--- config.mk ---
export PLATFORM = sky130hd
export DESIGN_NAME = mic_dc_block_packer_flat
export DESIGN_NICKNAME = d
export VERILOG_FILES = /design/src/rtl/mic_pkg.sv /design/src/rtl/mic_dc_block_packer_if.sv /design/src/rtl/sync_fifo.sv /design/src/rtl/mic_dc_block_packer.sv /design/src/flat_wrapper.sv
export SDC_FILE = /design/constraint.sdc
export NUM_CORES = 2
export LEC_CHECK = 0
export ABC_CLOCK_PERIOD_IN_PS = 9060
export BUFFER_PORTS_ARGS = -buffer_cell sky130_fd_sc_hd__buf_2
export CAP_MARGIN = 20
export CORE_UTILIZATION = 40
export DETAILED_ROUTE_END_ITERATION = 16
export PLACE_DENSITY = 0.54
export SLEW_MARGIN = 20
export SYNTH_ARGS = -nofsm -noshare
export SYNTH_HDL_FRONTEND = slang
export SYNTH_HIERARCHICAL = 1
export SYNTH_SLANG_ARGS = --single-unit
--- constraint.sdc ---
create_clock -name clk -period 9.06 [get_ports clk]
set_input_delay 0.906 -clock clk [delete_from_list [all_inputs] [get_ports clk]]
set_output_delay 0.906 -clock clk [all_outputs]
set_load 0.05 [all_outputs]
--- src/rtl/mic_pkg.sv ---
// Shared types, constants and the output saturation helper for the mic DC-block packer.
package mic_pkg;

    localparam int unsigned MIC_DW    = 24;
    localparam int unsigned MIC_NCH   = 6;
    localparam int unsigned MIC_CH_W  = 3;
    localparam int unsigned MIC_SUM_W = MIC_DW + 3;

    typedef logic signed [MIC_DW-1:0] mic_sample_t;

    typedef struct packed {
        mic_sample_t         data;
        logic [MIC_CH_W-1:0] ch;
        logic                sof;
        logic                eof;
    } mic_word_t;

    typedef enum logic {
        ST_IDLE = 1'b0,
        ST_PROC = 1'b1
    } mic_state_t;

    // Clamp the wide filter sum back to the sample range.
    function automatic mic_sample_t sat_dw(input logic signed [MIC_SUM_W-1:0] s);
        if (s[MIC_SUM_W-1:MIC_DW-1] == {(MIC_SUM_W-MIC_DW+1){s[MIC_SUM_W-1]}})
            return s[MIC_DW-1:0];
        else if (s[MIC_SUM_W-1])
            return {1'b1, {(MIC_DW-1){1'b0}}};
        else
            return {1'b0, {(MIC_DW-1){1'b1}}};
    endfunction

endpackage

--- src/rtl/mic_dc_block_packer_if.sv ---
// Frame input and word-stream output bundle of the mic DC-block packer.
interface mic_dc_block_packer_if #(parameter int unsigned DW = 24) ();

    logic                 in_vld;
    logic signed [DW-1:0] mic0_data;
    logic signed [DW-1:0] mic1_data;
    logic signed [DW-1:0] mic2_data;
    logic signed [DW-1:0] mic3_data;
    logic signed [DW-1:0] mic4_data;
    logic signed [DW-1:0] mic5_data;
    logic                 dc_en;
    logic                 out_ready;
    logic                 out_vld;
    logic signed [DW-1:0] out_data;
    logic [2:0]           out_ch;
    logic                 out_sof;
    logic                 out_eof;

    modport master (
        output in_vld, mic0_data, mic1_data, mic2_data, mic3_data, mic4_data, mic5_data,
        output dc_en, out_ready,
        input  out_vld, out_data, out_ch, out_sof, out_eof
    );

    modport slave (
        input  in_vld, mic0_data, mic1_data, mic2_data, mic3_data, mic4_data, mic5_data,
        input  dc_en, out_ready,
        output out_vld, out_data, out_ch, out_sof, out_eof
    );

endinterface

--- src/rtl/sync_fifo.sv ---
// Single-clock FIFO with a registered read port and a registered occupancy count.
module sync_fifo #(
    parameter int unsigned W     = 29,
    parameter int unsigned DEPTH = 16,
    parameter int unsigned CW    = 6
) (
    input  logic          clk,
    input  logic          rst_n,
    input  logic          wr,
    input  logic [W-1:0]  wdata,
    input  logic          rd_ready,
    output logic [W-1:0]  rdata,
    output logic          rvld,
    output logic [CW-1:0] count
);

    localparam int unsigned AW = $clog2(DEPTH);

    logic [W-1:0] mem [DEPTH];
    logic [AW-1:0] wr_ptr;
    logic [AW-1:0] rd_ptr;
    logic [AW:0]   mem_cnt;
    logic pop_c, load_c, mem_rd_c, bypass_c, mem_wr_c;

    // The output register refills when empty or being popped; an empty array lets a write go straight through.
    always_comb begin
        pop_c    = rvld & rd_ready;
        load_c   = ~rvld | pop_c;
        mem_rd_c = load_c & (mem_cnt != '0);
        bypass_c = load_c & (mem_cnt == '0) & wr;
        mem_wr_c = wr & ~bypass_c;
    end

    always_ff @(posedge clk) begin
        if (mem_wr_c) mem[wr_ptr] <= wdata;
    end

    always_ff @(posedge clk or negedge rst_n) begin
        if (!rst_n) begin
            wr_ptr  <= '0;
            rd_ptr  <= '0;
            mem_cnt <= '0;
            count   <= '0;
            rdata   <= '0;
            rvld    <= 1'b0;
        end else begin
            if (mem_wr_c) wr_ptr <= wr_ptr + AW'(1);
            if (mem_rd_c) rd_ptr <= rd_ptr + AW'(1);
            mem_cnt <= mem_cnt + (AW+1)'(mem_wr_c) - (AW+1)'(mem_rd_c);
            count   <= count + CW'(wr) - CW'(pop_c);
            if (load_c) begin
                if (mem_rd_c) begin
                    rdata <= mem[rd_ptr];
                    rvld  <= 1'b1;
                end else if (bypass_c) begin
                    rdata <= wdata;
                    rvld  <= 1'b1;
                end else begin
                    rvld  <= 1'b0;
                end
            end
        end
    end

endmodule

--- src/rtl/mic_dc_block_packer.sv ---
// Six-channel DC-blocking high-pass filter on one shared datapath, serialised into a word FIFO.
module mic_dc_block_packer
    import mic_pkg::*;
#(
    parameter int unsigned DW         = 24,
    parameter int unsigned K          = 10,
    parameter int unsigned FIFO_DEPTH = 16,
    parameter int unsigned CNT_W      = 16
) (
    input  logic                  clk,
    input  logic                  rst_n,
    mic_dc_block_packer_if.slave  bus,
    output logic                  busy,
    output logic [CNT_W-1:0]      drop_cnt
);

    localparam int unsigned FCW     = $clog2(FIFO_DEPTH) + 2;
    localparam int unsigned WORD_W  = $bits(mic_word_t);
    localparam int unsigned LAST_CH = MIC_NCH - 1;

    mic_state_t state, state_nxt;
    logic [MIC_CH_W-1:0] ch_idx;
    mic_sample_t x_lat  [MIC_NCH];
    mic_sample_t x_prev [MIC_NCH];
    mic_sample_t y_prev [MIC_NCH];
    mic_sample_t x_in_c [MIC_NCH];
    logic        en_lat;

    logic accept_c, drop_c, wr_c;
    mic_word_t wdata_c, rword;
    logic [FCW-1:0] fifo_cnt;
    logic fifo_vld;

    mic_sample_t x_sel_c, xp_sel_c, yp_sel_c, t_c, y_c;
    logic signed [DW:0]   d_c;
    logic signed [DW+2:0] s_c;

    always_comb begin
        x_in_c[0] = bus.mic0_data;
        x_in_c[1] = bus.mic1_data;
        x_in_c[2] = bus.mic2_data;
        x_in_c[3] = bus.mic3_data;
        x_in_c[4] = bus.mic4_data;
        x_in_c[5] = bus.mic5_data;
    end

    // Next state, frame accept/drop decision and the time-shared filter datapath.
    always_comb begin
        state_nxt = state;
        accept_c  = 1'b0;
        drop_c    = 1'b0;
        wr_c      = 1'b0;
        wdata_c   = '0;
        x_sel_c   = x_lat[ch_idx];
        xp_sel_c  = x_prev[ch_idx];
        yp_sel_c  = y_prev[ch_idx];
        d_c       = (DW+1)'(x_sel_c) - (DW+1)'(xp_sel_c);
        t_c       = yp_sel_c - (yp_sel_c >>> K);
        s_c       = (DW+3)'(d_c) + (DW+3)'(t_c);
        y_c       = en_lat ? sat_dw(s_c) : x_sel_c;
        case (state)
            ST_IDLE: begin
                if (bus.in_vld) begin
                    if (fifo_cnt <= FCW'(FIFO_DEPTH - MIC_NCH)) begin
                        accept_c  = 1'b1;
                        state_nxt = ST_PROC;
                    end else begin
                        drop_c = 1'b1;
                    end
                end
            end
            ST_PROC: begin
                drop_c       = bus.in_vld;
                wr_c         = 1'b1;
                wdata_c.data = y_c;
                wdata_c.ch   = ch_idx;
                wdata_c.sof  = (ch_idx == '0);
                wdata_c.eof  = (ch_idx == MIC_CH_W'(LAST_CH));
                if (ch_idx == MIC_CH_W'(LAST_CH)) state_nxt = ST_IDLE;
            end
            default: state_nxt = ST_IDLE;
        endcase
    end

    always_ff @(posedge clk or negedge rst_n) begin
        if (!rst_n) begin
            state    <= ST_IDLE;
            busy     <= 1'b0;
            drop_cnt <= '0;
        end else begin
            state <= state_nxt;
            busy  <= (state_nxt == ST_PROC);
            if (drop_c && (drop_cnt != '1)) drop_cnt <= drop_cnt + CNT_W'(1);
        end
    end

    // Frame latch plus per-channel filter history; bypass clears y history so re-enable starts clean.
    always_ff @(posedge clk or negedge rst_n) begin
        if (!rst_n) begin
            ch_idx <= '0;
            en_lat <= 1'b0;
            for (int i = 0; i < MIC_NCH; i++) begin
                x_lat[i]  <= '0;
                x_prev[i] <= '0;
                y_prev[i] <= '0;
            end
        end else if (accept_c) begin
            ch_idx <= '0;
            en_lat <= bus.dc_en;
            for (int i = 0; i < MIC_NCH; i++) x_lat[i] <= x_in_c[i];
        end else if (state == ST_PROC) begin
            ch_idx         <= ch_idx + MIC_CH_W'(1);
            x_prev[ch_idx] <= x_sel_c;
            y_prev[ch_idx] <= en_lat ? y_c : '0;
        end
    end

    sync_fifo #(
        .W     (WORD_W),
        .DEPTH (FIFO_DEPTH),
        .CW    (FCW)
    ) u_fifo (
        .clk      (clk),
        .rst_n    (rst_n),
        .wr       (wr_c),
        .wdata    (wdata_c),
        .rd_ready (bus.out_ready),
        .rdata    (rword),
        .rvld     (fifo_vld),
        .count    (fifo_cnt)
    );

    assign bus.out_vld  = fifo_vld;
    assign bus.out_data = rword.data;
    assign bus.out_ch   = rword.ch;
    assign bus.out_sof  = rword.sof;
    assign bus.out_eof  = rword.eof;

endmodule

--- src/flat_wrapper.sv ---
// flat-port wrapper written by rule: the top's interface ports become plain ports
module mic_dc_block_packer_flat import mic_pkg::*;
#(
    parameter int unsigned DW         = 24,
    parameter int unsigned K          = 10,
    parameter int unsigned FIFO_DEPTH = 16,
    parameter int unsigned CNT_W      = 16
)
  (clk, rst_n, busy, drop_cnt, bus_in_vld, bus_mic0_data, bus_mic1_data, bus_mic2_data, bus_mic3_data, bus_mic4_data, bus_mic5_data, bus_dc_en, bus_out_ready, bus_out_vld, bus_out_data, bus_out_ch, bus_out_sof, bus_out_eof);
  mic_dc_block_packer_if #(.DW(DW)) bus_i ();
  input  logic clk;
  input  logic rst_n;
  output logic busy;
  output logic [CNT_W-1:0] drop_cnt;
  input wire logic [$bits(bus_i.in_vld)-1:0] bus_in_vld;
  input wire logic [$bits(bus_i.mic0_data)-1:0] bus_mic0_data;
  input wire logic [$bits(bus_i.mic1_data)-1:0] bus_mic1_data;
  input wire logic [$bits(bus_i.mic2_data)-1:0] bus_mic2_data;
  input wire logic [$bits(bus_i.mic3_data)-1:0] bus_mic3_data;
  input wire logic [$bits(bus_i.mic4_data)-1:0] bus_mic4_data;
  input wire logic [$bits(bus_i.mic5_data)-1:0] bus_mic5_data;
  input wire logic [$bits(bus_i.dc_en)-1:0] bus_dc_en;
  input wire logic [$bits(bus_i.out_ready)-1:0] bus_out_ready;
  output wire logic [$bits(bus_i.out_vld)-1:0] bus_out_vld;
  output wire logic [$bits(bus_i.out_data)-1:0] bus_out_data;
  output wire logic [$bits(bus_i.out_ch)-1:0] bus_out_ch;
  output wire logic [$bits(bus_i.out_sof)-1:0] bus_out_sof;
  output wire logic [$bits(bus_i.out_eof)-1:0] bus_out_eof;
  assign bus_i.in_vld = bus_in_vld;
  assign bus_i.mic0_data = bus_mic0_data;
  assign bus_i.mic1_data = bus_mic1_data;
  assign bus_i.mic2_data = bus_mic2_data;
  assign bus_i.mic3_data = bus_mic3_data;
  assign bus_i.mic4_data = bus_mic4_data;
  assign bus_i.mic5_data = bus_mic5_data;
  assign bus_i.dc_en = bus_dc_en;
  assign bus_i.out_ready = bus_out_ready;
  assign bus_out_vld = bus_i.out_vld;
  assign bus_out_data = bus_i.out_data;
  assign bus_out_ch = bus_i.out_ch;
  assign bus_out_sof = bus_i.out_sof;
  assign bus_out_eof = bus_i.out_eof;
  mic_dc_block_packer #(.DW(DW), .K(K), .FIFO_DEPTH(FIFO_DEPTH), .CNT_W(CNT_W)) u_core (.clk(clk), .rst_n(rst_n), .bus(bus_i), .busy(busy), .drop_cnt(drop_cnt));
endmodule
======== Yosys cells after proc, flatten, opt, wreduce, memory -nomap -nowiden ========
Memories as Yosys holds them, arrays and structs flattened.
Cells that the tools add are included.
storage, ports and cells
  RAM bits ................................ 464
  bits of input ports ..................... 149
  output and inout bits ................... 47
  bits in registers ....................... 502
  memories ................................ 1
  logic and storage cells ................. 101
memories
  name               depth  width  rd ports  clocked after memory_dff  wr ports  line             source
  u_core.u_fifo.mem  16     29     1         0                         1         sync_fifo.sv:19  logic [W-1:0] mem [DEPTH];
cells by class
  reductions and logical operators ........ 9
  eq/ne operators ......................... 3
  magnitude comparators ................... 3
  bitwise gates (word level) .............. 11
  add/subtract/negate cells ............... 11
  mux-type cells .......................... 35
operators by type and width
  cell                                                                    number
  144-bit bitwise mux                                                     2
  24-bit two-way mux                                                      11
  24-bit binary-select mux with 3-bit select                              3
  29-bit two-way mux                                                      3
  24-bit demux with 3-bit select                                          1
  25-bit by 24-bit adder with 26-bit output                               1
  24-bit by 24-bit subtractor with 25-bit output                          1
  24-bit by 14-bit subtractor with 24-bit output                          1
  16-bit by 1-bit adder with 16-bit output (second input constant)        1
  16-bit != test (second input constant)                                  1
  1-bit two-way mux                                                       11
  4-bit by 1-bit adder with 4-bit output (second input constant)          2
  6-bit by 1-bit adder with 6-bit output                                  1
  6-bit by 4-bit <= comparator with 1-bit output (second input constant)  1
  3-bit two-way mux                                                       2
  6-bit by 1-bit subtractor with 6-bit output                             1
  5-bit by 1-bit adder with 5-bit output                                  1
  1-bit bitwise AND                                                       5
  5-bit logical NOT                                                       1
  5-bit nonzero test                                                      1
  5-bit by 1-bit subtractor with 5-bit output                             1
  4-bit >= comparator (second input constant)                             1
  4-bit by 1-bit < comparator with 1-bit output (second input constant)   1
  1-bit NOT                                                               4
  other kinds (10)                                                        14

======== Depth between registers and ports, before layout ========
  depth in word-level cells ............... 12
  depth in mapped cells ................... 35
  gate-level depth less buffers ........... 29

======== Hierarchy ========
Netlist, hierarchy kept.
modules (own cells, without submodules)
  module               instances  area an instance (sq um)  sequential area each (sq um)  cells an instance
  mic_dc_block_packer  1          23695.2                   11335.9                       2304
  sync_fifo            1          20095.5                   15159.5                       933

======== Worst setup path after synthesis ========
OpenSTA, ideal clock, no wires.
  kind .................................... register to register
  from .................................... register u_core.ch_idx[2]
  to ...................................... register u_core.u_fifo.rdata[19]
  path buffers ............................ 6
  arrival ................................. 8.000 ns
  library setup time ...................... 0.143 ns
  setup slack ............................. 0.917 ns
  required time ........................... 8.917 ns
  stages on the path, launching flop included .. 33
  clock period less this slack ............ 8.143 ns
  path through ............................ dfrtp_1 clkbuf_1 clkbuf_1 buf_1 buf_1 mux2_2 a221oi_1 a21oi_1 ha_1 inv_1 fa_1 a21o_1 a21o_1 a211oi_1 o31ai_1 o21ai_0 o31a_1 or4b_2 nand4_1 fa_1 ha_1 nand3_1 o31ai_1 a211oi_1 mux2_2 a211o_1 or3_1 buf_2 buf_4 nand4_1 o221ai_1 mux2i_1 o221ai_1
RTL lines
  what                    line                        source
  from (decl)             mic_dc_block_packer.sv:22   logic [MIC_CH_W-1:0] ch_idx;
  from (signal assigned)  mic_dc_block_packer.sv:112  ch_idx <= ch_idx + MIC_CH_W'(1);
  to (signal assigned)    sync_fifo.sv:53             rdata <= mem[rd_ptr];
  to (signal assigned)    sync_fifo.sv:56             rdata <= wdata;
  to (decl)               sync_fifo.sv:12             output logic [W-1:0] rdata,

==> key figures <==
Outcome
  • Status: complete, no violations

Global routing
  • Largest net degree at the start of global routing: 152
  • Gr ovfl total: 0
  • Vias in the first global route: about 28,000
  • Initial antenna violation count: 9
  • First-pass GRT wire length: between 150,000 and 200,000 um
  • Gr usage total: a little under a quarter

STA
  • Relative slew slack: roughly a quarter
  • Slew at the pin with the worst max-slew slack: 1.148 ns
  • Post-Route Setup TNS: 0 ns
  • Min cycle time layout: around 8.6 ns
  • Finish-stage setup viols: 0
  • Fmax: between 100 and 150 MHz
  • RSZ-0062 raised after global routing: false
  • Fin worst setup slack: ~0.5 ns
  • Pins Over Slew Limit: 0
  • Hold Fails Final Rpt: 0
  • Fin crit share: between 90% and 100%
  • Clk_skew: slightly below 0.05 ns

Cells and area
  • Layout Nets: ~3,700
  • Share of post-route cells with drive strength above 1: 25.78%
  • Most common cell after layout, fill and taps aside: dfrtp_1
  • Most frequent cells in the layout: dfrtp_1, edfxtp_1, nand2_1
  • P&R area growth vs syn: 14.93%
  • Fin util: between 40 and 50%
  • Fin cells: approximately 5,000

Setup path
  • CP arrival: roughly 9 ns
  • Reg2Reg Depth: 25
  • Critical path data required time: 9.51 ns
  • Crit end category: flip-flop
  • Startpoint types: flip-flop
  • Worst flop-to-flop path startpoint: u_core/ch_idx[2]$_DFFE_PN0P_
  • Capturing point of the worst reg2reg path: u_core/u_fifo/mem[7][9]$_DFFE_PP_
  • Crit Path Category: reg -> reg
  • Crit path max fanout: 32
  • R2R setup slack: 0.49 ns

Synthesis
  • EDFF count, synth: between 400 and 500
  • Synthesized area: roughly 0.044 mm^2
  • Synth cell types: 75
  • Sequential share of the synthesized area: 60.50%
  • Top_reg_cell synth: dfrtp_1
  • Syn Nets: about 3,500
  • Syn Area/Cell: ~14 um^2
  • #FFs+latches synth: 966
  • FFs w/ async S/R, synth: around 52%
  • Post-Synthesis Cells: around 3,200
  • Synth warnings: 6

Detailed routing
  • DRC errors left: 0
  • Pre-Repair DR Iteration Count: 6
  • DR vias/cell: about 5.7
  • Starting DRC count in detailed routing: 2,375
  • Vias: 28,100
  • Detail Route Antenna Nets: 0
  • Final wirelength: about 130,000 um
  • WL/cell: 25.87 um

CTS
  • Deepest level of the CTS H-tree: 3
  • Clk sinks: ~970
  • Total CTS buffers: about 100
  • TritonCTS clock tree: done
  • Post-CTS Setup Bufs: 0
  • Clock-pin transition on the worst setup and hold timing paths: about 0.06 ns
  • Root buf cell: clkbuf_16
  • Maximum root-to-sink buffer count: 3
  • Clk_lat worst skew: 0.72 ns
  • Post-CTS Hold Fix Bufs: 0

Floorplanning
  • I/O pins: around 200
  • Total core area: ~0.11 mm^2
  • Die Y: about 330 um
  • Die footprint: about 0.11 mm^2
  • Initial core utilization: approximately 40%
  • Die W: around 330 um
  • FP Rows: ~120

Placed design
  • Cell count after placement: approximately 4,800
  • Final GP Congestion: 0.9479
  • I/O Buffers: about 200
  • Post-Place Setup Slack: ~0.42 ns
  • HPWL Detailed: around 80,000 um

Worst hold path
  • Min-Delay Path Class: in -> async

Run
  • MaxCap Viol Count: 0
critical path: stages, from the launching register on:
cell and delay [ns]:
dfrtp_4 0.69, nor2_4 0.43, buf_4 0.29, a221o_1 0.16, o21ai_0 0.26, fa_1 0.54, a21o_1 0.17, a21o_1 0.21
a211oi_1 0.29, o31ai_1 0.11, o21ai_0 0.23, o31a_1 0.27, or4b_2 0.60, nand4_1 0.15, fa_1 0.43, ha_1 0.40
a21oi_1 0.29, nand2b_1 0.10, o21ai_0 0.44, o21ai_0 0.14, o211ai_1 0.27, nand3_2 0.37, buf_4 0.30, nand4_1 0.40
o221ai_1 0.44, buf_4 0.32
state kept, by name, summed over array words and instances, names as in the netlist, 5 cells and up:
| signal | flops |
|---|---|
| u_core/u_fifo/rdata | 29 |
| u_core/y_prev | 144 |
| u_core/u_fifo/mem_cnt | 5 |
| u_core/x_lat | 144 |
| u_core/drop_cnt | 16 |
| u_core/u_fifo/count | 6 |
| u_core/u_fifo/mem | 464 |
| u_core/x_prev | 144 |
cell type report:
cell class	instances	area, um^2
antenna	3	7.507
timing repair buffer	310	1912
clock buffer	145	2907
tap	1414	1769
multi-input combinational	1975	16280
fill	9757	58370
clock inverter	52	570.5
inverter	97	365.4
sequential	966	26520
cells by family (layout without fill, tap and decap cells):
family | Yosys count | in the layout | share of synthesized area [%]
simple gates | 568 | 568 | 5.712
fa+ha+maj | 96 | 96 | 3.206
flops | 966 | 966 | 60.50
mux | 497 | 497 | 15.42
compound gates | 744 | 744 | 10.96
other cells | 0 | 3 | 0
buf+inv | 296 | 604 | 2.800
xor+xnor | 70 | 70 | 1.400
worst max-delay path by stage:
| stage | cells after the start | start | to |
|---|---|---|---|
| after floorplan | 32 | u_core/ch_idx[2]$_DFFE_PN0P_ | u_core/u_fifo/rdata[19]$_DFFE_PN0P_ |
| after global placement | 26 | u_core/ch_idx[2]$_DFFE_PN0P_ | u_core/u_fifo/rdata[13]$_DFFE_PN0P_ |
| after detailed placement | 26 | u_core/ch_idx[2]$_DFFE_PN0P_ | u_core/u_fifo/rdata[22]$_DFFE_PN0P_ |
| after CTS | 26 | u_core/ch_idx[2]$_DFFE_PN0P_ | u_core/u_fifo/rdata[13]$_DFFE_PN0P_ |
| after global routing | 26 | u_core/ch_idx[2]$_DFFE_PN0P_ | u_core/u_fifo/mem[5][9]$_DFFE_PP_ |
| final | 25 | u_core/ch_idx[2]$_DFFE_PN0P_ | u_core/u_fifo/mem[7][9]$_DFFE_PP_ |
metal layers:
metal  wire (um)  global-route usage, %
met5          26                      0
met4        2953                  6.334
met3        6493                  2.880
met2       62460                  38.36
met1       56420                  32.01
through the flow:
stage	hold slack [ns]	area [um^2]
2_1_floorplan	0.4444	43790
3_3_place_gp	0.4568	46770
3_5_place_dp	0.4652	46800
4_1_cts	0.3191	50280
5_1_grt	0.3882	50330
6_report	0.3178	50330
cells in the mapped netlist, types with 8 or more instances:
cell type | n | share of area (%)
nand2_1 | 369 | 3.2
o21ai_0 | 300 | 3.4
nand3_1 | 16 | 0.18
o211ai_1 | 44 | 0.75
buf_6 | 10 | 0.26
clkbuf_1 | 145 | 1.2
mux2_2 | 250 | 6.4
a31oi_1 | 8 | 0.11
nor2b_1 | 8 | 0.11
xor2_1 | 35 | 0.70
o21bai_1 | 11 | 0.19
ha_1 | 69 | 2.0
and2_1 | 16 | 0.23
a21o_1 | 29 | 0.50
mux4_2 | 117 | 6.0
a21oi_2 | 9 | 0.18
o22ai_1 | 13 | 0.19
buf_1 | 14 | 0.12
xnor2_1 | 35 | 0.70
dfrtp_1 | 502 | 29
buf_2 | 29 | 0.33
a21oi_1 | 105 | 1.2
o221ai_1 | 37 | 0.74
nor3_1 | 13 | 0.15
a221oi_1 | 28 | 0.56
o21ai_1 | 31 | 0.35
edfxtp_1 | 464 | 32
a221o_1 | 62 | 1.4
nor4_1 | 10 | 0.14
inv_1 | 96 | 0.82
a211oi_1 | 12 | 0.21
nor2_1 | 71 | 0.61
fa_1 | 27 | 1.2
mux2i_1 | 130 | 3.0
a22o_1 | 20 | 0.40
and3_1 | 11 | 0.16
nand4_1 | 10 | 0.14
what timing repair did:
action	CTS	global route
hold endpoints to repair	0	0
gates resized for setup	0	5
setup endpoints to repair	0	118
Power is not shown: default switching activity piles up to over one toggle a cycle in this logic, so the estimate is an artifact.
